--- config.mk ---
export PLATFORM = sky130hd
export DESIGN_NAME = alu_issue_skid_reg
export DESIGN_NICKNAME = d
export VERILOG_FILES = /design/src/rtl/alu_issue_skid_reg.sv
export SDC_FILE = /design/constraint.sdc
export NUM_CORES = 1
export LEC_CHECK = 0
export ABC_CLOCK_PERIOD_IN_PS = 4000
export CORE_ASPECT_RATIO = 0.5
export CORE_MARGIN = 10
export CORE_UTILIZATION = 40
export CTS_BUF_LIST = sky130_fd_sc_hd__clkbuf_4 sky130_fd_sc_hd__clkbuf_8
export DETAILED_ROUTE_END_ITERATION = 7
export GPL_TIMING_DRIVEN = 1
export PLACE_DENSITY = 0.67
export SKIP_CTS_REPAIR_TIMING = 1
export SYNTH_ARGS = -nofsm -noshare
export SYNTH_HDL_FRONTEND = slang
export SYNTH_SLANG_ARGS = --single-unit
--- constraint.sdc ---
create_clock -name i_clk -period 4 [get_ports i_clk]
set_input_delay 0.6 -clock i_clk [delete_from_list [all_inputs] [get_ports i_clk]]
set_output_delay 0.6 -clock i_clk [all_outputs]
set_load 0.005 [all_outputs]
--- src/rtl/alu_issue_skid_reg.sv ---
// Two-entry skid register between the ALU issue port and ALU execute; tracks branch masks and kills wrong-path bundles.
// Latency: one cycle from accept to o_valid when empty; sustains one bundle per cycle.
// Backpressure: o_ready = !skid_valid (registered), so there is no combinational path from i_ready.
module alu_issue_skid_reg #(
    parameter int DATA_W = 32,
    parameter int PC_W   = 32,
    parameter int OP_W   = 4,
    parameter int SEL1_W = 1,
    parameter int SEL2_W = 1,
    parameter int TAG_W  = 6,
    parameter int BRM_W  = 4
) (
    input  logic              i_clk,
    input  logic              i_rst,
    input  logic              i_valid,
    output logic              o_ready,
    input  logic [OP_W-1:0]   i_op,
    input  logic [SEL1_W-1:0] i_src1_sel,
    input  logic [SEL2_W-1:0] i_src2_sel,
    input  logic [DATA_W-1:0] i_rs1,
    input  logic [DATA_W-1:0] i_rs2,
    input  logic [DATA_W-1:0] i_imm,
    input  logic [PC_W-1:0]   i_pc,
    input  logic [TAG_W-1:0]  i_rob_tag,
    input  logic [BRM_W-1:0]  i_br_mask,
    output logic              o_valid,
    input  logic              i_ready,
    output logic [OP_W-1:0]   o_op,
    output logic [SEL1_W-1:0] o_src1_sel,
    output logic [SEL2_W-1:0] o_src2_sel,
    output logic [DATA_W-1:0] o_rs1,
    output logic [DATA_W-1:0] o_rs2,
    output logic [DATA_W-1:0] o_imm,
    output logic [PC_W-1:0]   o_pc,
    output logic [TAG_W-1:0]  o_rob_tag,
    output logic [BRM_W-1:0]  o_br_mask,
    input  logic              i_br_res_valid,
    input  logic [BRM_W-1:0]  i_br_res_tag,
    input  logic              i_br_mispredict,
    input  logic              i_flush_all
);

    typedef struct packed {
        logic [OP_W-1:0]   op;
        logic [SEL1_W-1:0] src1_sel;
        logic [SEL2_W-1:0] src2_sel;
        logic [DATA_W-1:0] rs1;
        logic [DATA_W-1:0] rs2;
        logic [DATA_W-1:0] imm;
        logic [PC_W-1:0]   pc;
        logic [TAG_W-1:0]  rob_tag;
        logic [BRM_W-1:0]  br_mask;
    } bundle_t;

    bundle_t head_q, skid_q, head_d, skid_d, in_b;
    logic    head_vld_q, skid_vld_q, head_vld_d, skid_vld_d;

    logic             mispred;
    logic [BRM_W-1:0] res_clr;
    logic             head_kill, skid_kill, in_kill;
    logic             head_live, skid_live, in_live;
    logic             accept, head_free;

    assign mispred = i_br_res_valid & i_br_mispredict;
    assign res_clr = (i_br_res_valid & ~i_br_mispredict) ? i_br_res_tag : '0;

    assign head_kill = mispred & |(head_q.br_mask & i_br_res_tag);
    assign skid_kill = mispred & |(skid_q.br_mask & i_br_res_tag);
    assign in_kill   = mispred & |(i_br_mask & i_br_res_tag);

    // Flush overrides everything: nothing stored or incoming survives it.
    assign head_live = head_vld_q & ~head_kill & ~i_flush_all;
    assign skid_live = skid_vld_q & ~skid_kill & ~i_flush_all;
    assign accept    = i_valid & o_ready;
    assign in_live   = accept & ~in_kill & ~i_flush_all;

    // Head slot is vacated this cycle if it is empty, killed, or handing off.
    assign head_free = ~head_live | i_ready;

    always_comb begin
        in_b.op       = i_op;
        in_b.src1_sel = i_src1_sel;
        in_b.src2_sel = i_src2_sel;
        in_b.rs1      = i_rs1;
        in_b.rs2      = i_rs2;
        in_b.imm      = i_imm;
        in_b.pc       = i_pc;
        in_b.rob_tag  = i_rob_tag;
        in_b.br_mask  = i_br_mask & ~res_clr;
    end

    always_comb begin
        head_d         = head_q;
        head_d.br_mask = head_q.br_mask & ~res_clr;
        skid_d         = skid_q;
        skid_d.br_mask = skid_q.br_mask & ~res_clr;
        head_vld_d     = head_live;
        skid_vld_d     = skid_live;
        if (head_free) begin
            if (skid_live) begin
                head_d     = skid_q;
                head_d.br_mask = skid_q.br_mask & ~res_clr;
                head_vld_d = 1'b1;
                skid_vld_d = 1'b0;
            end else if (in_live) begin
                head_d     = in_b;
                head_vld_d = 1'b1;
                skid_vld_d = 1'b0;
            end else begin
                head_vld_d = 1'b0;
                skid_vld_d = 1'b0;
            end
        end else if (in_live) begin
            // Accept implies skid was empty, so overflow lands in skid.
            skid_d     = in_b;
            skid_vld_d = 1'b1;
        end
    end

    always_ff @(posedge i_clk) begin
        if (i_rst) begin
            head_q     <= '0;
            skid_q     <= '0;
            head_vld_q <= 1'b0;
            skid_vld_q <= 1'b0;
        end else begin
            head_q     <= head_d;
            skid_q     <= skid_d;
            head_vld_q <= head_vld_d;
            skid_vld_q <= skid_vld_d;
        end
    end

    assign o_ready    = ~skid_vld_q;
    assign o_valid    = head_live;
    assign o_op       = head_q.op;
    assign o_src1_sel = head_q.src1_sel;
    assign o_src2_sel = head_q.src2_sel;
    assign o_rs1      = head_q.rs1;
    assign o_rs2      = head_q.rs2;
    assign o_imm      = head_q.imm;
    assign o_pc       = head_q.pc;
    assign o_rob_tag  = head_q.rob_tag;
    assign o_br_mask  = head_q.br_mask & ~res_clr;

endmodule

# Yosys cells after proc, flatten, opt, wreduce, memory -nomap -nowiden
# Cells that the tools add are included.
[op_classes] n_mux=10 reduce_logical=7 bitwise_logic=28
[ops] operator="2-to-1 mux 144 bit" n=2
[ops] operator="bitwise AND 4 bit" n=6
[ops] operator="2-to-1 mux 4 bit" n=4
[ops] operator="bitwise AND 1 bit" n=12
[ops] operator="OR reduction 4 bit" n=3
[ops] operator="inverter 1 bit" n=8
[ops] operator="2-to-1 mux 1 bit" n=4
[ops] operator="inverter 4 bit" n=1
[ops] operator="AND reduction 2 bit" n=2
[ops] operator="nonzero test 2 bit" n=1
[ops] operator="OR reduction 2 bit" n=1
[ops] operator="OR 1 bit" n=1
[totals] reg_bits=290 output_inout_bits=146 word_cells=65 input_bits=155

# Logic depth before layout (Yosys ltp)
[depth] depth_word=10 ltp_mapped=8 mapped_depth_nobuf=5

# Least setup slack after synthesis
# OpenSTA, ideal clock, no wires.
[synth_timing] kind="input-to-reg" from="input port i_br_mask[2]" to="register head_q (netlist bit o_imm[14])" path_stages=8 n_path_buf=3 setup_ns=0.146 required_ns=3.854 arrival_time_ns=1.715 setup_slack_ns=2.139 path_cell_list="a22oi_1 > a21o_2 > a22o_1 > buf_4 > buf_6 > buf_6 > a21oi_2 > a211oi_2"
[synth_between] elab_chain_len=8
[synth_rtl] item="start: declaration" line_no="25" text="input logic [BRM_W-1:0] i_br_mask,"
[synth_rtl] item="bitwise AND 4 bit" line_no="69" text="assign in_kill = mispred & |(i_br_mask & i_br_res_tag);"
[synth_rtl] item="OR reduction 4 bit" line_no="69"
[synth_rtl] item="bitwise AND 1 bit" line_no="69"
[synth_rtl] item="inverter 1 bit" line_no="75" text="assign in_live = accept & ~in_kill & ~i_flush_all;"
[synth_rtl] item="bitwise AND 1 bit (2 in a row)" line_no="75"
[synth_rtl] item="nonzero test 2 bit (no line)"
[synth_rtl] item="AND reduction 2 bit (no line)"
[synth_rtl] item="end signal: assignment" line_no="122" text="head_q <= '0;"
[synth_rtl] item="end signal: assignment" line_no="127" text="head_q <= head_d;"
[synth_rtl] item="end: declaration" line_no="55" text="bundle_t head_q, skid_q, head_d, skid_d, in_b;"
# Every way passes these cells.
# A chain may end at the register's enable or synchronous reset.

# Worst setup path in the final report
[layout_timing] from="input port i_br_res_tag[2]" to="output port o_valid"
[layout_between] elab_chain_len=6
[layout_rtl] item="start: declaration" line_no="38" text="input logic [BRM_W-1:0] i_br_res_tag,"
[layout_rtl] item="bitwise AND 4 bit" line_no="67" text="assign head_kill = mispred & |(head_q.br_mask & i_br_res_tag);"
[layout_rtl] item="OR reduction 4 bit" line_no="67"
[layout_rtl] item="bitwise AND 1 bit" line_no="67"
[layout_rtl] item="inverter 1 bit" line_no="72" text="assign head_live = head_vld_q & ~head_kill & ~i_flush_all;"
[layout_rtl] item="bitwise AND 1 bit (2 in a row)" line_no="72"
[layout_rtl] item="end: declaration" line_no="26" text="output logic o_valid,"
# Every way passes these cells.

==> results by group <==
Finish
  – Commonest cells after routing, fill and taps aside: clkdlybuf4s50_1, dfxtp_1, nand2_1
  – Commonest non-fill, non-tap cell in the layout: clkdlybuf4s50_1
  – Number of fill cells: approximately 2800
  – Area Growth Syn to Fin: 24.35%
  – Multi-input logic area: roughly 5200 um2
  – Reg area: roughly 5800 um2
  – Final cell count without fillers: 2011
  – Layout cells sized above 1: 0.1222
  – Nets: approximately 1700

Clocking
  – Clk slew on worst S/H paths: about 0.050 ns
  – Clock Tree Buf Depth: 3
  – CTS tree: yes
  – Num Clock Sinks: just under 300
  – Root Buffer: clkbuf_8
  – H-tree depth: 2
  – Worst skew pair latency: 0.56 ns
  – Num CTS Buffers: between 40 and 50

Timing
  – Worst Tran Pin Value: 0.8234 ns
  – Setup WS post-layout: ~1.1 ns
  – Period Utilization, post-route: 0.7324
  – Clock skew: about 0.017 ns
  – RSZ-0062 raised after global routing: no
  – Slew Viols, Final: 0
  – TNS Setup: 0 ns
  – Tmin final: roughly 2.9 ns
  – FMAX: 341.3 MHz
  – Final Hold Viols: 0
  – Rel. slew slack: 0.4511
  – Final setup fails: 0

Critical path
  – Worst EP required: around 3.4 ns
  – Crit-path max FO: 5
  – Critical path launch point type: input pin
  – Worst EP arrival: 2.33 ns
  – Crit Path Class: in -> out
  – Crit. End Element: primary output

Power and ir drop
  – Switch share: 0.2481
  – Combinational power share: 0.128
  – Power Internal: 4.861 mW
  – Leakage: 5.148 nW
  – Seq pwr share: 0.475
  – Power Dens Cells: slightly above 400 nW/um2
  – Clock network power share: 0.397
  – VDD IR-drop max: ~0.00019 V
  – P_sw: between 1.5 and 2 mW

GRT
  – Largest net degree at the start of global routing: between 100 and 150
  – Grt ovf: 0
  – Vias in the first global route: between 10000 and 15000
  – First-pass GRT wire length: 60.23 mm
  – Initial antenna violation count: 8
  – GRT Total Usage: 0.1841

Yosys
  – Synth Area per Inst: 8.636 um2
  – Unique masters post-synth: 27
  – Post-Syn Nets: between 1500 and 2000
  – Post-synthesis register bit count: 290
  – Synth warn: 0
  – Synthesized area: approximately 13000 um2
  – Syn Inst Count: between 1000 and 1500
  – Sequential element share of the synthesized area: 0.4589

Drt
  – Pre-antenna DRT Iters: 5
  – Vias: ~11000
  – # DRC: 0
  – Final wirelength: between 30 and 40 mm
  – Wire per inst: about 19 um
  – Initial DRC Count: 870
  – Detail Route Antenna Nets: 0
  – Via density: 5.442

Floorplan
  – Die width: 271.5 um
  – Die area: about 40000 um2
  – Core region area: 30740 um2
  – I/O pins: about 300
  – Site row count: 45
  – Initial Util: 0.4116
  – Chip Height: between 100 and 150 um

Place
  – GP Congestion: a little under 0.8
  – Port bufs: 300
  – HPWL Detailed: around 25 mm
  – Cell count after placement: 1927
  – Pre-CTS setup slack: between 0.9 and 1 ns

Job
  – Max Cap Violations: 0

Status
  – Outcome: finished, final reports clean

Min path
  – Tightest Hold Check Type: reg -> reg
-- area by class of cell --
class / instances / share of cell area
Multi-Input combinational cell: 895 / 0.3285
Inverter: 1 / 0.0002386
Clock buffer: 69 / 0.05360
Clock inverter: 7 / 0.004454
Timing Repair Buffer: 318 / 0.2093
Sequential cell: 290 / 0.3690
Antenna cell: 8 / 0.001272
Tap cell: 423 / 0.03364
-- power groups by stage --
stage,logic (mW),registers (mW),clock network (mW)
3_3_place_gp,0.812,3.13,0
3_5_place_dp,0.826,3.14,0
5_1_grt,0.886,3.08,2.78
6_report,0.826,3.07,2.57
4_1_cts,0.831,3.07,2.64
2_1_floorplan,0.491,3.11,0
-- worst max-delay path, cell delays in order --
cell	delay (ns)
clkdlybuf4s50_1	0.48
a22oi_1	0.21
a21o_1	0.29
and3b_1	0.20
clkdlybuf4s50_1	0.54
-- routing by layer --
metal  routed length (um)  share of wire  track usage  up-vias
li1                     -              -            -     5271
met5                    0              0            0        -
met4                 1093          0.028      0.07905        0
met1                15220           0.39       0.2039     5323
met2                21150           0.54       0.3369      281
met3                 1656          0.042      0.03636       69
-- synthesized netlist by cell type --
cell      count  area (um2)
dfxtp_1     290        5806
nand2_1     290        1089
a21oi_1     243        1216
o22ai_1     144       900.9
buf_4       143        1074
a211oi_1     99       743.2
buf_2        67       335.3
clkbuf_1     49       183.9
a211oi_2     45       563.0
a21oi_2      45       394.1
buf_1        14       52.55
a21o_1        6       45.04
a22oi_1       6       45.04
buf_6         6       67.56
a21boi_0      4       30.03
nand2_2       2       12.51
nor3b_1       2       15.01
a21o_2        1       8.760
a22o_1        1       8.760
a31oi_1       1       6.260
and3b_1       1       8.760
and4_1        1       8.760
inv_1         1       3.750
nand4_2       1       12.51
nor2_1        1       3.750
nor2b_1       1       6.260
nor3b_2       1       12.51
-- worst paths after layout --
path	from	to	slack, ns	depth (start not counted)
hold reg to reg	skid_q[121]$_SDFFE_PP0P_	skid_q[121]$_SDFFE_PP0P_	0.45	2
setup reg to reg	head_q[2]$_SDFF_PP0_	skid_q[8]$_SDFFE_PP0P_	1.74	6
setup / recovery	i_br_res_tag[2]	o_valid	1.07	5
hold / removal	skid_q[121]$_SDFFE_PP0P_	skid_q[121]$_SDFFE_PP0P_	0.45	2
-- registers in the layout (all words and copies together), names as in the netlist --
signal and count:
o_rs1 32, o_src1_sel 1, skid_q 144, head_q 4
skid_vld_q 1, o_rs2 32, o_imm 32, o_src2_sel 1
o_rob_tag 6, o_pc 32, head_vld_q 1, o_op 4
-- kinds of logic after synthesis --
logic type,synth area share
buf+inv,0.1357
simple gates,0.09236
compound gates,0.3131
flops,0.4589
-- per-stage QoR --
stage            util  hold WS [ns]  cell area, um2  power, mW
2_1_floorplan       -        0.4365           12650      3.601
3_3_place_gp   0.4814        0.4407           14800      3.943
3_5_place_dp   0.4814        0.4466           14800      3.961
4_1_cts        0.5111        0.4561           15710      6.547
5_1_grt        0.5118        0.4722           15730      6.747
6_report       0.5118        0.4536           15730      6.465
Note: power is estimated with default switching activity, not from simulation.
